### src/rtl/pll_reset_sequencer.sv
// Purpose: turns the PLL lock indication into a clean, debounced core reset.
// Latency: coreReset falls 2+1+LOCK_STABLE_CYCLES+RESET_HOLD_CYCLES edges after a steady lock rise; it rises 2+GLITCH_CYCLES edges after a lock loss.
// Backpressure: none; there is no handshake, and every input is sampled each cycle.
//
// Ports:
//   clk        - PLL output clock; the whole block runs on it
//   resetN     - synchronous active-low reset
//   isLocked   - PLL lock, asynchronous to clk (2-flop synchronised)
//   swResetReq - single-cycle software restart request, honoured only in RUN
//   coreReset  - active-high core reset, registered
//   ready      - high while the core runs, registered
//   lossCount  - saturating count of lock-loss events
// Optional macro LOCK_LOSS_COUNTER_EN builds the lock-loss counter;
// without it, lossCount is tied to zero.
module pll_reset_sequencer #(
  parameter int LOCK_STABLE_CYCLES = 16,
  parameter int RESET_HOLD_CYCLES  = 8,
  parameter int GLITCH_CYCLES      = 4,
  parameter int LOSS_CNT_WIDTH     = 8
) (
  input  logic                      clk,
  input  logic                      resetN,
  input  logic                      isLocked,
  input  logic                      swResetReq,
  output logic                      coreReset,
  output logic                      ready,
  output logic [LOSS_CNT_WIDTH-1:0] lossCount
);

  localparam int ST_W   = (LOCK_STABLE_CYCLES > 1) ? $clog2(LOCK_STABLE_CYCLES) : 1;
  localparam int HOLD_W = (RESET_HOLD_CYCLES  > 1) ? $clog2(RESET_HOLD_CYCLES)  : 1;
  localparam int DROP_W = (GLITCH_CYCLES      > 1) ? $clog2(GLITCH_CYCLES)      : 1;

  localparam logic [ST_W-1:0]   ST_LAST   = ST_W'(LOCK_STABLE_CYCLES - 1);
  localparam logic [HOLD_W-1:0] HOLD_LAST = HOLD_W'(RESET_HOLD_CYCLES - 1);
  localparam logic [DROP_W-1:0] DROP_LAST = DROP_W'(GLITCH_CYCLES - 1);
  localparam logic [ST_W-1:0]   ST_ONE    = ST_W'(1);
  localparam logic [HOLD_W-1:0] HOLD_ONE  = HOLD_W'(1);
  localparam logic [DROP_W-1:0] DROP_ONE  = DROP_W'(1);

  typedef enum logic [1:0] {
    WAIT_LOCK  = 2'd0,
    STABILIZE  = 2'd1,
    HOLD_RESET = 2'd2,
    RUN        = 2'd3
  } stateT;

  stateT             state, stateNext;
  logic              lockMeta, lockSync;
  logic [ST_W-1:0]   stCnt, stCntNext;
  logic [HOLD_W-1:0] holdCnt, holdCntNext;
  logic [DROP_W-1:0] dropCnt, dropCntNext;

  // Lock synchroniser. Nothing downstream looks at isLocked directly.
  always_ff @(posedge clk) begin
    if (!resetN) begin
      lockMeta <= 1'b0;
      lockSync <= 1'b0;
    end else begin
      lockMeta <= isLocked;
      lockSync <= lockMeta;
    end
  end

  always_ff @(posedge clk) begin
    if (!resetN) begin
      state     <= WAIT_LOCK;
      stCnt     <= '0;
      holdCnt   <= '0;
      dropCnt   <= '0;
      coreReset <= 1'b1;
      ready     <= 1'b0;
    end else begin
      state     <= stateNext;
      stCnt     <= stCntNext;
      holdCnt   <= holdCntNext;
      dropCnt   <= dropCntNext;
      // Outputs are decoded from the next state, so they change on the same
      // edge as the state register does.
      coreReset <= (stateNext != RUN);
      ready     <= (stateNext == RUN);
    end
  end

  // Each counter is only live in its own state. Counters default to zero,
  // so a counter is always clear when its state is entered.
  always_comb begin
    stateNext   = state;
    stCntNext   = '0;
    holdCntNext = '0;
    dropCntNext = '0;
    unique case (state)
      WAIT_LOCK: begin
        if (lockSync) stateNext = STABILIZE;
      end
      STABILIZE: begin
        if (!lockSync)              stateNext = WAIT_LOCK;
        else if (stCnt == ST_LAST)  stateNext = HOLD_RESET;
        else                        stCntNext = stCnt + ST_ONE;
      end
      HOLD_RESET: begin
        // No glitch filtering before RUN: any lock drop restarts the sequence.
        if (!lockSync)                  stateNext   = WAIT_LOCK;
        else if (holdCnt == HOLD_LAST)  stateNext   = RUN;
        else                            holdCntNext = holdCnt + HOLD_ONE;
      end
      RUN: begin
        // When a lock loss completes in the same cycle as a software
        // request, the lock loss wins and is checked first.
        if (!lockSync && (dropCnt == DROP_LAST)) begin
          stateNext = WAIT_LOCK;
        end else begin
          if (!lockSync) dropCntNext = dropCnt + DROP_ONE;
          if (swResetReq) stateNext  = HOLD_RESET;
        end
      end
      default: stateNext = WAIT_LOCK;
    endcase
  end

`ifdef LOCK_LOSS_COUNTER_EN
  logic lossEvent;
  assign lossEvent = (state == RUN) && !lockSync && (dropCnt == DROP_LAST);

  always_ff @(posedge clk) begin
    if (!resetN) begin
      lossCount <= '0;
    end else if (lossEvent && !(&lossCount)) begin
      lossCount <= lossCount + LOSS_CNT_WIDTH'(1);
    end
  end
`else
  assign lossCount = '0;
`endif

endmodule

### config.mk
export PLATFORM = sky130hd
export DESIGN_NAME = pll_reset_sequencer
export DESIGN_NICKNAME = d
export VERILOG_FILES = /design/src/rtl/pll_reset_sequencer.sv
export SDC_FILE = /design/constraint.sdc
export NUM_CORES = 1
export LEC_CHECK = 0
export BUFFER_PORTS_ARGS = -buffer_cell sky130_fd_sc_hd__buf_2
export CAP_MARGIN = 20
export CORE_MARGIN = 4
export CORE_UTILIZATION = 33
export CTS_CLUSTER_DIAMETER = 200
export CTS_CLUSTER_SIZE = 24
export DETAILED_ROUTE_END_ITERATION = 6
export PLACE_DENSITY = 0.5
export SKIP_LAST_GASP = 1
export SYNTH_ARGS = -nofsm -noshare
export SYNTH_HDL_FRONTEND = slang
export SYNTH_SLANG_ARGS = --single-unit
export TNS_END_PERCENT = 100
### constraint.sdc
create_clock -name clk -period 1.7 [get_ports clk]
set_input_delay 0.255 -clock clk [delete_from_list [all_inputs] [get_ports clk]]
set_output_delay 0.255 -clock clk [all_outputs]
set_load 0.1 [all_outputs]
==> results.yml <==
clock_tree:
  cts_buffers: 3
  h-tree-depth: 1
  clock_tree.root_cell: "clkbuf_4"
  cts_tree: "built"
  path_clk_slew_ns: 0.09
  worstSkewPairLatency_ns: 0.28
  clk_path_buf_depth: 2
  clock-sinks: 15
  post_cts_buffers: 0
  post_cts_resized: 0
  cts_hold_buffers: 0
timing:
  setup_viol: 0
  finalSetupTns_ns: 0
  fin_worst_skew_ns: 0.00164
  finalCritPeriodShare: 0.808
  grt_setup_unrepaired: "false"
  min_period_ns: 1.37
  fmax_mhz: 728
  final-hold-violation-count: 0
  slew_viol_final: 0
setup_path:
  r2r_cells: 4
  rr_endpoint: "coreReset"
  required_ns: 1.88
  critPathBufInv: 0
  worst-setup-path-type: "reg -> reg"
  cp_slowest_cell: "o32a_1"
  cp.depth: 4
  start_kind: "register"
  crit_path_end_kind: "register"
  crit_chain: "ha_1, nor2b_1, o32a_1, a211o_1"
  regToRegStartpoint: "dropCnt[0]"
  critical_path.top_delay_family: "compound AO/OA/AOI/OAI gates"
  rrSetupSlack_ns: 0.33
  worstPathArrival_ns: 1.55
  cpPeakStageDelay_ns: 0.36
  worst-path-max-fanout: 3
  cp-startpoint: "dropCnt[0]"
  critPathCapture: "coreReset"
global_routing:
  grt_pass1_vias: 382
  grt_usage: 0.0824
  grt_start_max_net_pins: 9
  antenna_found_initial: 0
  grt-ovfl-total: 0
  grt_pass1_wl_um: 1540
routing:
  drt_iter0_markers: 9
  wl_per_cell_um: 8.98
  antenna_left: 0
  vias_per_cell: 4.35
  dr_total_vias: 418
  drc: 0
  first_pass_iters: 4
  wirelength_um: 862
die:
  die_h_um: 51.8
  core_area_mm2: 0.00176
  die_x_um: 51.8
  core.rowCount: 15
  io_pins: 14
  die-area_mm2: 0.00268
  initial_core_util: 0.359
placement:
  port-buffer-count: 5
  hpwl_um: 651
  placed_area_um2: 656
  placedCellCount: 92
  place_congestion: 0.711
run:
  drv_cap: 0
logic_synthesis:
  synth-seq-cells: 15
  synth_compound_area_frac: 0.0889
  synth_edf_count: 0
  synth_fa_ha_area_frac: 0.0791
  synthDominantCellAreaShare: 0.474
  async_flop_share: 0
  synth_area_um2: 633
  yosysMostFrequentCell: "dfxtp_1"
  synth_flop_cell: "dfxtp_1"
  synthXorXnorAreaFrac: 0.0277
  synth_area_per_cell_um2: 10.0
  ys_seq_area_frac: 0.474
  synth_warnings: 0
  muxShareOfSynthArea: 0
  synth_cells: 63
  synth_top_family_by_area: "simple AND/OR/NAND/NOR gates"
  yosys.area.top_type: "dfxtp_1"
  synthSimpleGateAreaFrac: 0.217
  synthTopCellsByArea: "dfxtp_1 (47%), buf_4 (9.5%), ha_1 (7.9%)"
  ys_types: 23
  synth_common_cells: "dfxtp_1 (15), buf_4 (8), and2_1 (4), ha_1 (4)"
power:
  leakage_nw: 0.297
  internal_power_uw: 452
  p_per_area_mw_per_mm2: 951
  p_clk_frac: 0.309
  max-vdd-ir-drop_mv: 0.397
  sw_frac_of_total: 0.303
  totalPowerFinal_uw: 649
  seq_power_share: 0.553
  combPwrFrac: 0.138
  p_sw_uw: 196
finish:
  final_net_count: 80
  insertedDiodeCount: 0
  syn_to_final_growth_pct: 7.71
  finish.instance_area_um2: 682
  utilization: 0.387
  final-instance-count-excl-fill: 96
  drive_gt1_frac: 0.141
min_path:
  min_path_type: "in -> reg"
  min_path_cells: 2
status:
  outcome: "completed"
## through the flow
step	hold WS (ns)	worst slack (ns)
5_1_grt	0.185	0.256
3_5_place_dp	0.410	0.343
2_1_floorplan	0.377	0.406
6_report	0.177	0.326
4_1_cts	0.165	0.313
3_3_place_gp	0.407	0.325
## cell type report
class / count / area [um2]
Timing Repair Buffer: 5 / 25.0
Clock buffer: 4 / 26.3
Multi-Input combinational cell: 45 / 292
Tap cell: 25 / 31.3
Inverter: 2 / 7.51
Fill cell: 196 / 1080
Sequential cell: 15 / 300
## sequential cells by signal (all words and copies together) (netlist names)
name	cells
stCnt	4
lockSync	1
state	2
holdCnt	3
dropCnt	2
lockMeta	1
coreReset	1
ready	1
## logic make-up after synthesis
family / count (synthesis)
AO/OA/AOI/OAI: 8
XOR/XNOR: 2
adder cells (fa/ha/maj): 4
buffers and inverters: 10
flip-flops: 15
other: 1
AND/OR/NAND/NOR: 23
## layer usage
metal,share of wire,up-vias,global-route usage
met2,0.39,18,0.106
met4,0.045,0,0.0917
met1,0.47,181,0.104
met5,0,-,0
met3,0.094,4,0.0201
li1,-,215,-
## worst min path at each step
stage,start,endpoint,slack [ns]
CTS,isLocked,lockMeta,0.16
global route,isLocked,lockMeta,0.18
floorplan,resetN,lockMeta,0.38
finish,isLocked,lockMeta,0.18
global placement,holdCnt[0],holdCnt[0],0.41
detailed placement,holdCnt[0],holdCnt[0],0.41
## power by group through the flow
stage          combinational, mW  clock (mW)  sequential, mW
2_1_floorplan             0.0981           0           0.366
3_3_place_gp              0.0892           0           0.367
3_5_place_dp              0.0892           0           0.367
4_1_cts                   0.0893       0.210           0.359
5_1_grt                   0.0924       0.227           0.360
6_report                  0.0897       0.200           0.359
## cell usage in the layout, fill, tap and decap left out, drive strengths merged, types with 2 or more instances in the layout
cell	netlist	routed
nor2	3	3
nand2	3	3
clkbuf	0	4
inv	2	2
dfxtp	15	15
buf	8	5
nand3	3	3
ha	4	4
and2	4	4
nor2b	3	3
nand2b	2	2
nor4	2	2
xor2	2	2
conb	1	8
a21oi	2	2
No activity file was read; power rests on OpenSTA's default activity.
